### src/rtl/interrupt_controller.sv
// interrupt_controller: edge-latched, maskable, fixed-priority interrupt
// controller. Lowest eligible index wins. One request at a time is presented
// to fetch with its handler vector, and the in-service handler is tracked
// until return-from-interrupt retires.
// Optional build macro: IRQ_NEST_EN enables one level of preemption by a
// strictly higher-priority (lower-index) source during SERVICE.
module interrupt_controller #(
    parameter int              N_IRQ      = 4,
    parameter int              VEC_W      = 32,
    parameter logic [VEC_W-1:0] VEC_BASE  = '0,
    parameter int              VEC_STRIDE = 2,
    localparam int             ID_W       = $clog2(N_IRQ)
) (
    input  logic              i_clk,
    input  logic              i_reset,
    input  logic [N_IRQ-1:0]  i_irq,
    input  logic              i_mask_wr,
    input  logic [N_IRQ-1:0]  i_mask_data,
    input  logic              i_stall,
    input  logic              i_ack,
    input  logic              i_rti,
    output logic              o_call,
    output logic [VEC_W-1:0]  o_vector,
    output logic [ID_W-1:0]   o_id,
    output logic [N_IRQ-1:0]  o_pending,
    output logic              o_in_service
);

    typedef enum logic [1:0] {
        S_IDLE    = 2'd0,
        S_REQ     = 2'd1,
        S_SERVICE = 2'd2
    } state_t;

    state_t            state_q;
    logic [ID_W-1:0]   id_q;
    logic [VEC_W-1:0]  vec_q;
    logic [N_IRQ-1:0]  pending_q, pending_d;
    logic [N_IRQ-1:0]  prev_q;
    logic [N_IRQ-1:0]  mask_q;
    logic [N_IRQ-1:0]  rise;
    logic [N_IRQ-1:0]  elig;
    logic [N_IRQ-1:0]  clr;
    logic [ID_W-1:0]   sel_id;
    logic              any_elig;
    logic              take;

`ifdef IRQ_NEST_EN
    logic [ID_W-1:0]   save_id_q;
    logic              nested_q;
`endif

    // Handler address for a source; wraps modulo 2^VEC_W.
    function automatic logic [VEC_W-1:0] vec_of(input logic [ID_W-1:0] idx);
        return VEC_BASE + (VEC_W'(idx) * VEC_W'(VEC_STRIDE));
    endfunction

    assign rise     = i_irq & ~prev_q;
    assign elig     = pending_q & ~mask_q;
    assign any_elig = |elig;
    assign o_call   = (state_q == S_REQ) && !i_stall;
    // An ack only counts while the call is actually visible to fetch.
    assign take     = o_call && i_ack;

    // Fixed priority: scan from the top so the lowest eligible index wins.
    always_comb begin
        sel_id = '0;
        for (int i = N_IRQ - 1; i >= 0; i--) begin
            if (elig[i]) sel_id = ID_W'(i);
        end
    end

    // Pending next state: an accepted ack clears the served bit, a new edge sets (set wins).
    always_comb begin
        clr = '0;
        if (take) clr[id_q] = 1'b1;
        pending_d = (pending_q & ~clr) | rise;
    end

    // Edge-detect history, pending and mask registers.
    always_ff @(posedge i_clk or posedge i_reset) begin
        if (i_reset) begin
            prev_q    <= '1;
            pending_q <= '0;
            mask_q    <= '0;
        end else begin
            prev_q    <= i_irq;
            pending_q <= pending_d;
            if (i_mask_wr) mask_q <= i_mask_data;
        end
    end

    // Request/service state machine with registered id and vector.
    always_ff @(posedge i_clk or posedge i_reset) begin
        if (i_reset) begin
            state_q   <= S_IDLE;
            id_q      <= '0;
            vec_q     <= VEC_BASE;
`ifdef IRQ_NEST_EN
            save_id_q <= '0;
            nested_q  <= 1'b0;
`endif
        end else begin
            case (state_q)
                S_IDLE: begin
                    if (any_elig) begin
                        id_q    <= sel_id;
                        vec_q   <= vec_of(sel_id);
                        state_q <= S_REQ;
                    end
                end
                S_REQ: begin
                    if (take) state_q <= S_SERVICE;
                end
                S_SERVICE: begin
`ifdef IRQ_NEST_EN
                    if (i_rti) begin
                        if (nested_q) begin
                            id_q     <= save_id_q;
                            vec_q    <= vec_of(save_id_q);
                            nested_q <= 1'b0;
                        end else begin
                            state_q  <= S_IDLE;
                        end
                    end else if (!nested_q && any_elig && (sel_id < id_q)) begin
                        save_id_q <= id_q;
                        nested_q  <= 1'b1;
                        id_q      <= sel_id;
                        vec_q     <= vec_of(sel_id);
                        state_q   <= S_REQ;
                    end
`else
                    if (i_rti) state_q <= S_IDLE;
`endif
                end
                default: state_q <= S_IDLE;
            endcase
        end
    end

    assign o_vector  = vec_q;
    assign o_id      = id_q;
    assign o_pending = pending_q;
`ifdef IRQ_NEST_EN
    assign o_in_service = (state_q == S_SERVICE) || nested_q;
`else
    assign o_in_service = (state_q == S_SERVICE);
`endif

endmodule
### config.mk
export PLATFORM = sky130hd
export DESIGN_NAME = interrupt_controller
export DESIGN_NICKNAME = d
export VERILOG_FILES = /design/src/rtl/interrupt_controller.sv
export SDC_FILE = /design/constraint.sdc
export NUM_CORES = 1
export LEC_CHECK = 0
export ABC_AREA = 1
export CAP_MARGIN = 0
export CORE_MARGIN = 1
export CORE_UTILIZATION = 40
export DETAILED_ROUTE_END_ITERATION = 8
export PLACE_DENSITY_LB_ADDON = 0.1
export SLEW_MARGIN = 20
export SYNTH_ARGS = -nofsm -noshare
export SYNTH_HDL_FRONTEND = slang
export SYNTH_SLANG_ARGS = --single-unit
### constraint.sdc
create_clock -name i_clk -period 1.6 [get_ports i_clk]
set_input_delay 0.32 -clock i_clk [delete_from_list [all_inputs] [get_ports i_clk]]
set_output_delay 0.32 -clock i_clk [all_outputs]
set_load 0.01 [all_outputs]
==> results.sh, run 1 <==
export IMPL_path_depth=1
export IMPL_syn_inst=110
export IMPL_path_delay_family="buffers and inverters"
export IMPL_synth_area_leaders="dfrtp_1 32%, buf_4 26%, dfstp_2 11%"
export IMPL_grt_pass1_vias=621
export IMPL_hpwlAfterDp_mm=1.129
export IMPL_skew_ns=0.007692
export IMPL_synth_compound_area_share_pct=9.042
export IMPL_drt_wl_total_mm=1.414
export IMPL_clock_sinks=16
export IMPL_synth_simple_area_share_pct=14.84
export IMPL_outcome="completed"
export IMPL_end_kind="output port"
export IMPL_clockBufferDepth=2
export IMPL_synth_flop_cell="dfrtp_1"
export IMPL_vias_per_cell=4.060
export IMPL_die_w_um=50.15
export IMPL_critPathLaunchType="register"
export IMPL_rrSetupSlack_ns=0.50
export IMPL_setup_viol_count_final=0
export IMPL_path_cells="clkdlybuf4s50_1"
export IMPL_drive_above_1_share_pct=10.79
export IMPL_gp_congestion=0.6904
export IMPL_period_share_pct=96.69
export IMPL_synth_top_cell_area_share_pct=32.39
export IMPL_path_clk_slew_ns=0.10
export IMPL_antenna_cells=0
export IMPL_power_w=0.001383
export IMPL_drtIter0Drc=9
export IMPL_crit_buf_inv=1
export IMPL_fin_crit_ns=1.547
export IMPL_cap_violations=0
export IMPL_totalNegativeSetupSlack_ns=0
export IMPL_initial_core_util_pct=42.32
export IMPL_ys_warnings_count=0
export IMPL_slowest_delay_ns=0.55
export IMPL_core_um2=2191
export IMPL_numCtsBuffers=3
export IMPL_port_buffers=23
export IMPL_antenna_found_initial=0
export IMPL_criticalPathCategory="register to output port"
export IMPL_synth_seq_cells=16
export IMPL_dp_cells=161
export IMPL_cts_tree="done"
export IMPL_critical_path_startpoint="o_pending[1]$_DFF_PP0_"
export IMPL_finalMaxSlewViolations=0
export IMPL_finish_utilization_pct=51.91
export IMPL_grt_pass1_wl_mm=2.635
export IMPL_ys_seq_area_share_pct=43.72
export IMPL_ir_drop_mv=0.5921
export IMPL_grt_ovfl_total=0
export IMPL_p_leak_nw=0.5915
export IMPL_instances_no_fill=167
export IMPL_dieHeight_um=50.15
export IMPL_r2r_end="o_vector[1]$_DFFE_PP0P_"
export IMPL_synthesis_area_um2=927.1
export IMPL_grt_usage_pct=13.92
export IMPL_crit_fanout=3
export IMPL_pin_count=54
export IMPL_worst_slack_ns=0.05293
export IMPL_nNetsFinal=154
export IMPL_multi_input_area_um2=334.1
export IMPL_die_area_um2=2515
export IMPL_critPathRequiredTime_ns=1.28
export IMPL_drc=0
export IMPL_cellPowerDensity_nw_per_um2=1216
export IMPL_synth_edf_count=0
export IMPL_rsz0062_at_grt="no"
export IMPL_synth_common_cells="32 x buf_4, 22 x nand2_1, 15 x inv_1"
export IMPL_grt_max_degree=17
export IMPL_hold_class="input pin to asynchronous set/reset pin"
export IMPL_avgSynthCellArea_um2=8.429
export IMPL_max_freq_mhz=646.4
export IMPL_antenna_left=0
export IMPL_synthAdderAreaFrac_pct=0
export IMPL_reg2reg_depth=6
export IMPL_root_buffer="clkbuf_4"
export IMPL_wl_per_cell_um=8.467
export IMPL_synthDistinctLibCells=15
export IMPL_seq_area_um2=405.4
export IMPL_rows=17
export IMPL_synthArstFlopShare_pct=100.0
export IMPL_cp_slowest_cell="clkdlybuf4s50_1"
export IMPL_crit_path_end="o_pending[1]"
export IMPL_synth_most_common_cell="buf_4"
export IMPL_synth_top_cell_by_area="dfrtp_1"
export IMPL_nFillCells=231
export IMPL_synthToLayoutAreaGrowth_pct=22.67
export IMPL_finalHoldViolCount=0
export IMPL_synthXorXnorAreaFrac_pct=0
export IMPL_reg2reg_from="state_q[0]$_DFFE_PP0P_"
export IMPL_htreeDepth=1
export IMPL_via_count=678
export IMPL_dpl_worst_slack_ns=-0.09158
export IMPL_synth_top_family_by_area="buffers and inverters"
export IMPL_insertion_delay_ns=0.29
export IMPL_drt_pass1_iterations=4
export IMPL_muxShareOfSynthArea_pct=0
export IMPL_arrival_ns=1.23
-- what timing repair did --
action / in CTS / in global routing
pin swaps: 0 / 0
hold endpoints to repair: 0 / 0
resized for setup: 2 / 2
setup endpoints to repair: 6 / 2
hold buffers: 0 / 0
buffers inserted: 2 / 0
-- worst min path at each step --
stage	startpoint	to	slack (ns)	cells past startpoint
2_1_floorplan	i_reset	mask_q[0]$_DFFE_PP0P_	0.23	1
3_3_place_gp	prev_q[2]$_DFF_PP1_	o_pending[2]$_DFF_PP0_	0.49	1
3_5_place_dp	prev_q[0]$_DFF_PP1_	o_pending[0]$_DFF_PP0_	0.51	1
4_1_cts	i_reset	o_pending[1]$_DFF_PP0_	0.32	3
5_1_grt	i_reset	o_pending[0]$_DFF_PP0_	0.36	3
6_report	i_reset	o_pending[1]$_DFF_PP0_	0.32	3
-- layout by cell type (no fill, tap or decap) --
cell type	n
a21boi_0	1
nand4_4	1
clkbuf_8	1
dlygate4sd2_1	2
clkbuf_4	3
conb_1	30
dfstp_2	4
clkdlybuf4s50_1	19
o31ai_1	1
nand3_1	1
nand4_1	1
nand2_1	22
o21ai_0	8
dfrtp_1	12
o21ai_2	1
nor2_1	6
buf_4	5
dlymetal6s2s_1	2
inv_1	15
o21ai_1	4
-- report_power, final --
group          internal (W)  switching, W  total, W
Sequential         0.000486     0.0000508  0.000537
Combinational      0.000283      0.000298  0.000581
Clock              0.000138      0.000127  0.000265
-- per-layer routing --
layer	part of all wire, %	up-vias	global-route usage (%)
li1	-	337	-
met5	0	-	0
met3	7.5	2	2.424
met2	49	37	23.78
met1	43	302	16.54
met4	0.71	0	7.143
-- worst register-to-register path, stage by stage (launching register included) --
cell     delay, ns
dfrtp_1       0.41
buf_4         0.16
nor2_1        0.21
inv_1         0.06
nor2_1        0.10
nand2_1       0.06
nand2_1       0.05
-- cell type report --
cell class	count	share of cell area, %
sequential	16	35.64
timing repair buffer	28	23.76
tap	28	3.080
inverter	15	4.950
multi-input combinational	76	29.37
clock buffer	4	3.190
-- cells by family (layout without fill, tap and decap cells) --
group | count (synthesis) | count (layout)
buffers and inverters | 47 | 47
other | 1 | 30
AND/OR/NAND/NOR | 31 | 31
flip-flops | 16 | 16
AO/OA/AOI/OAI | 15 | 15
-- registers in the layout, indices dropped and copies added, names as in the netlist --
signal     flops
state_q        2
o_vector       2
prev_q         4
o_pending      4
mask_q         4
-- metrics by stage --
stage	cell area [µm²]	hold slack (ns)
finish	1137	0.3213
global route	1137	0.3607
CTS	1132	0.3208
detailed placement	1084	0.5078
global placement	1084	0.4944
floorplan	1036	0.2309
No activity file was read; power rests on OpenSTA's default activity.
==> run 2: changes to the inputs <==
--- a/config.mk
+++ b/config.mk
@@ -9,6 +9,7 @@
 export CAP_MARGIN = 0
 export CORE_MARGIN = 1
 export CORE_UTILIZATION = 40
+export CTS_CLUSTER_SIZE = 25
 export DETAILED_ROUTE_END_ITERATION = 8
 export PLACE_DENSITY_LB_ADDON = 0.1
 export SLEW_MARGIN = 20
==> results of run 2 <==
The final DEF is identical to that of run 1; final timing and power are the same.
